--- config.mk ---
export PLATFORM = sky130hd
export DESIGN_NAME = ula_bus
export DESIGN_NICKNAME = d
export VERILOG_FILES = /design/src/rtl/ula_pkg.sv /design/src/rtl/ula_wfifo.sv /design/src/rtl/ula_bus.sv
export SDC_FILE = /design/constraint.sdc
export NUM_CORES = 1
export LEC_CHECK = 0
export CORE_UTILIZATION = 40
export CTS_CLUSTER_DIAMETER = 60
export DETAILED_ROUTE_END_ITERATION = 10
export PLACE_DENSITY_LB_ADDON = 0.08
export SLEW_MARGIN = 40
export SYNTH_ARGS = -nofsm -noshare
export SYNTH_HDL_FRONTEND = slang
export SYNTH_SLANG_ARGS = --single-unit
--- constraint.sdc ---
create_clock -name clock -period 2.7 [get_ports clock]
set_input_delay 0.54 -clock clock [delete_from_list [all_inputs] [get_ports clock]]
set_output_delay 0.54 -clock clock [all_outputs]
set_load 0.005 [all_outputs]
--- src/rtl/ula_pkg.sv ---
// Shared constants and types for the ULA CPU-side write front end.
package ula_pkg;

  // An I/O access selects a port when (cpu_addr & mask) == 0.
  localparam logic [15:0] PORT_FE   = 16'h0001;
  localparam logic [15:0] PORT_7FFD = 16'h8002;

  localparam int P7FFD_LOCK   = 5;
  localparam int P7FFD_SHADOW = 3;
  localparam int P7FFD_HIRES  = 6;

  localparam logic [12:0] SCREEN_TOP = 13'h1AFF;

  typedef struct packed {
    logic        bank;
    logic [12:0] offset;
    logic [7:0]  data;
  } vram_entry_t;

endpackage

--- src/rtl/ula_wfifo.sv ---
// Generic synchronous FIFO; a push into a full FIFO is accepted when a pop
// happens in the same cycle.
module ula_wfifo #(
  parameter int WIDTH = 22,
  parameter int DEPTH = 4
) (
  input  logic             clock,
  input  logic             reset,
  input  logic             push,
  input  logic [WIDTH-1:0] din,
  input  logic             pop,
  output logic [WIDTH-1:0] dout,
  output logic             full,
  output logic             empty
);

  localparam int AW = $clog2(DEPTH);
  localparam int CW = AW + 1;

  logic [WIDTH-1:0] mem [DEPTH];
  logic [AW-1:0]    wr_ptr;
  logic [AW-1:0]    rd_ptr;
  logic [CW-1:0]    count;
  logic             push_ok;
  logic             pop_ok;

  assign full    = (count == CW'(DEPTH));
  assign empty   = (count == '0);
  assign pop_ok  = pop && !empty;
  assign push_ok = push && (!full || pop_ok);
  assign dout    = mem[rd_ptr];

  always_ff @(posedge clock) begin
    if (push_ok) mem[wr_ptr] <= din;
  end

  // Pointers wrap naturally because DEPTH is a power of two.
  always_ff @(posedge clock) begin
    if (reset) begin
      wr_ptr <= '0;
      rd_ptr <= '0;
      count  <= '0;
    end else begin
      if (push_ok) wr_ptr <= wr_ptr + 1'b1;
      if (pop_ok)  rd_ptr <= rd_ptr + 1'b1;
      case ({push_ok, pop_ok})
        2'b10:   count <= count + 1'b1;
        2'b01:   count <= count - 1'b1;
        default: count <= count;
      endcase
    end
  end

endmodule

--- src/rtl/ula_bus.sv ---
// Z80 write front end: decodes port FE / 7FFD writes and queues screen-area
// memory writes toward the screen RAM write port.
module ula_bus
  import ula_pkg::*;
#(
  parameter int          DEPTH      = 4,
  parameter logic [12:0] SCREEN_TOP = ula_pkg::SCREEN_TOP
) (
  input  logic        clock,
  input  logic        reset,
  input  logic [15:0] cpu_addr,
  input  logic [7:0]  cpu_dout,
  input  logic        cpu_mwr,
  input  logic        cpu_iowr,
  output logic [7:0]  port7ffd,
  output logic [2:0]  border,
  output logic        vram_we,
  output logic [13:0] vram_addr,
  output logic [7:0]  vram_data,
  input  logic        vram_busy,
  output logic        fifo_full,
  output logic        overflow
);

  logic        io_fe;
  logic        io_7ffd;
  logic [2:0]  page;
  logic        page_hit;
  logic        screen_wr;
  logic        fifo_empty;
  logic        pop;
  vram_entry_t push_entry;
  vram_entry_t head;

  assign io_fe   = cpu_iowr && ((cpu_addr & PORT_FE) == 16'h0000);
  assign io_7ffd = cpu_iowr && ((cpu_addr & PORT_7FFD) == 16'h0000);

  always_ff @(posedge clock) begin
    if (reset) begin
      port7ffd <= '0;
      border   <= '0;
    end else begin
      if (io_fe) border <= cpu_dout[2:0];
      if (io_7ffd && !port7ffd[P7FFD_LOCK]) port7ffd <= cpu_dout;
    end
  end

  // Uses the pre-edge port7ffd, so a same-cycle I/O write cannot remap this access.
  always_comb begin
    page     = 3'd0;
    page_hit = 1'b0;
    case (cpu_addr[15:14])
      2'b01: begin
        page     = 3'd5;
        page_hit = 1'b1;
      end
      2'b11: begin
        page     = port7ffd[2:0];
        page_hit = 1'b1;
      end
      default: begin
        page     = 3'd0;
        page_hit = 1'b0;
      end
    endcase
  end

  assign screen_wr = cpu_mwr && page_hit && ((page == 3'd5) || (page == 3'd7)) &&
                     (cpu_addr[13:0] <= {1'b0, SCREEN_TOP});

  assign push_entry.bank   = (page == 3'd7);
  assign push_entry.offset = cpu_addr[12:0];
  assign push_entry.data   = cpu_dout;

  // vram_we is the valid, !vram_busy the ready; a word transfers on a cycle
  // where both hold, and the head stays stable until then.
  assign vram_we   = !fifo_empty;
  assign pop       = vram_we && !vram_busy;
  assign vram_addr = {head.bank, head.offset};
  assign vram_data = head.data;

  ula_wfifo #(
    .WIDTH ($bits(vram_entry_t)),
    .DEPTH (DEPTH)
  ) u_wfifo (
    .clock (clock),
    .reset (reset),
    .push  (screen_wr),
    .din   (push_entry),
    .pop   (pop),
    .dout  (head),
    .full  (fifo_full),
    .empty (fifo_empty)
  );

  always_ff @(posedge clock) begin
    if (reset) begin
      overflow <= 1'b0;
    end else if (screen_wr && fifo_full && !pop) begin
      overflow <= 1'b1;
    end
  end

endmodule

==> insert_results.sql <==
INSERT INTO impl_metrics (metric_group, metric, value, unit) VALUES
('critical_path', 'cp_data_arrival_time', '2.02', 'ns'),
('critical_path', 'worst_setup_path_end_kind', 'output pin', ''),
('clock_network', 'clock_latency', '0.36', 'ns'),
('detailed_routing', 'wl_per_cell', '17.1', 'um'),
('layout', 'final_cell_mix', 'sky130_fd_sc_hd__edfxtp_1 (88), sky130_fd_sc_hd__clkdlybuf4s50_1 (64), sky130_fd_sc_hd__mux4_2 (22)', ''),
('sta', 'max_slew.worst_pin.slew', '0.586', 'ns'),
('sta', 'final_worst_clock_skew', '0.0136', 'ns'),
('sta', 'final_max_slew_viol_count', '0', ''),
('detailed_routing', 'drt-pass1-iter-count', '4', ''),
('worst_hold_path', 'hold_class', 'register to register', ''),
('synthesis', 'syn-instance-count', '218', ''),
('run_status', 'status', 'finished, final reports clean', ''),
('layout', 'final_common_cell', 'sky130_fd_sc_hd__edfxtp_1', ''),
('layout', 'drive_gt1_share', '22.8', '%'),
('synthesis', 'syn-num-nets', '253', ''),
('sta', 'timing.final.crit_share', '94.7', '%'),
('global_route', 'global_route.overflow_total', '0', ''),
('layout', 'multiInputGateArea', '0.00106', 'sq mm'),
('die', 'die_height', '104', 'um'),
('synthesis', 'synth_top_area_share', '63.3', '%'),
('clock_network', 'cts-hold-fix-buffers', '0', ''),
('global_route', 'grt_pass1_vias', '2367', ''),
('detailed_routing', 'vias', '2180', ''),
('sta', 'whs', '0.458', 'ns'),
('clock_network', 'path_clk_slew', '0.09', 'ns'),
('placed_design', 'post-place-ws', '-0.0480', 'ns'),
('sta', 'hold_viol', '0', ''),
('sta', 'unrepaired_setup_endpoints_after_global_routing', 'no', ''),
('clock_network', 'cts.repair_timing.setup_buffer_count', '0', ''),
('placed_design', 'numPlacedInstances', '433', ''),
('global_route', 'grt_pass1_wl', '12500', 'um'),
('layout', 'finalInstanceArea', '0.00542', 'sq mm'),
('synthesis', 'synth.avg_cell_area', '19.2', 'sq um'),
('sta', 'final.setup.worst_slack', '0.143', 'ns'),
('detailed_routing', 'drt_initial_violations', '81', ''),
('critical_path', 'worstReg2RegStart', 'u_wfifo.count[0]', ''),
('placed_design', 'place_hpwl', '5250', 'um'),
('placed_design', 'last_weighted_congestion_value_of_the_routability_driven_placer', '0.692', ''),
('detailed_routing', 'route.detailed.vias_per_inst', '4.86', ''),
('synthesis', 'post_synth_num_cell_types', '33', ''),
('clock_network', 'clk_path_buf_depth', '2', ''),
('clock_network', 'cts_repair_resize_count', '0', ''),
('synthesis', 'post_synthesis_sequential_element_count', '109', ''),
('detailed_routing', 'drtAntennaViolNets', '0', ''),
('die', 'die_x', '104', 'um'),
('synthesis', 'synth_seq_area_share', '73.3', '%'),
('sta', 'finalSetupViolations', '0', ''),
('synthesis', 'netlist_top_cells_area', 'sky130_fd_sc_hd__edfxtp_1 (63%), sky130_fd_sc_hd__mux4_2 (12%), sky130_fd_sc_hd__dfxtp_1 (10%)', ''),
('die', 'core_area', '0.00995', 'sq mm'),
('sta', 'slew_headroom', '60.6', '%'),
('layout', 'final_nets', '346', ''),
('detailed_routing', 'post-route-drc-count', '0', ''),
('clock_network', 'cts_tree', 'yes', ''),
('synthesis', 'yosysWarningCount', '0', ''),
('synthesis', 'synth_area_leader_cell', 'sky130_fd_sc_hd__edfxtp_1', ''),
('layout', 'num-fill-cells', '810', ''),
('clock_network', 'clkSinkCount', '109', ''),
('layout', 'area_growth_syn_to_layout', '29.7', '%'),
('worst_hold_path', 'worst_hold_startpoint', 'overflow', ''),
('sta', 'final_critical_path_time_including_i_o_delays_and_setup', '2.56', 'ns'),
('placed_design', 'port-buffer-count', '64', ''),
('die', 'initial_utilization', '42.0', '%'),
('synthesis', 'synthesis.area', '0.00418', 'sq mm'),
('detailed_routing', 'routed_wirelength', '7660', 'um'),
('critical_path', 'cp_data_required_time', '2.16', 'ns'),
('layout', 'n_antenna_cell', '0', ''),
('clock_network', 'htree_num_levels', '3', ''),
('die', 'placement_rows', '36', ''),
('layout', 'final_core_util', '54.4', '%'),
('global_route', 'global_route.usage.total', '15.0', '%'),
('layout', 'finish.cell_count_without_fillers', '449', '');
sequential cells by signal, summed over array words and instances (netlist names), named ones only:
register        count
u_wfifo.mem        88
port7ffd            8
border              3
u_wfifo.count       3
u_wfifo.rd_ptr      2
u_wfifo.wr_ptr      2
overflow            1
worst max-delay path: stages, from the launching register on:
cell,delay (ns)
sky130_fd_sc_hd__dfxtp_2,0.34
sky130_fd_sc_hd__buf_4,0.30
sky130_fd_sc_hd__mux4_2,0.57
sky130_fd_sc_hd__clkdlybuf4s50_1,0.46
path summary, 6_finish.rpt:
kind | end | slack (ns) | depth (start not counted)
worst max-delay path | vram_addr[10] | 0.14 | 3
worst min-delay path | overflow | 0.46 | 2
worst max register to register | u_wfifo.count[2] | 0.57 | 9
worst min register to register | overflow | 0.46 | 2
cell type report:
cell class                      instances  share of cell area, %
Sequential cell                       109                   56.6
Multi-Input combinational cell         93                   19.5
Timing Repair Buffer                   89                   16.5
Clock buffer                           12                   3.07
Tap cell                              133                   3.07
Clock inverter                          4                  0.693
Inverter                                9                  0.624
cell families (layout without fill, tap and decap cells):
group,Yosys count,in the layout,synth area share [%]
AO/OA/AOI/OAI,14,14,2.73
XOR/XNOR,2,2,0.419
adder cells (fa/ha/maj),6,6,1.98
buffers and inverters,16,114,1.53
flip-flops,109,109,73.3
multiplexers,34,34,14.9
AND/OR/NAND/NOR,37,37,5.15
synthesized netlist by cell type (all sizes together):
cell type / number
nor2b: 1
ha: 5
o21ai: 2
clkbuf: 4
buf: 3
and2: 5
nand3: 1
or4: 1
mux2i: 11
nand4bb: 1
xor2: 2
a21oi: 7
nor3: 1
edfxtp: 88
dfxtp: 21
nand2: 1
inv: 9
nand2b: 2
nand3b: 1
and3: 1
a2111o: 1
fa: 1
a21boi: 1
nor4bb: 1
a2111oi: 1
or3: 2
a21o: 1
nor4b: 1
mux2: 1
nor2: 18
mux4: 22
o31ai: 1
layer usage:
layer | track usage (%) | routed length [um] | vias to the layer above
met5 | 0 | 0 | -
met4 | 3.67 | 40 | 0
met3 | 2.94 | 258 | 4
met2 | 24.3 | 3670 | 44
met1 | 21.0 | 3690 | 1097
li1 | - | - | 1035
where the power goes:
| part | internal (mW) | switching [mW] |
|---|---|---|
| Sequential | 1.83 | 0.0178 |
| Combinational | 0.224 | 0.148 |
| Clock | 0.431 | 0.543 |
| Total | 2.49 | 0.709 |
No activity file was read; power rests on OpenSTA's default activity.
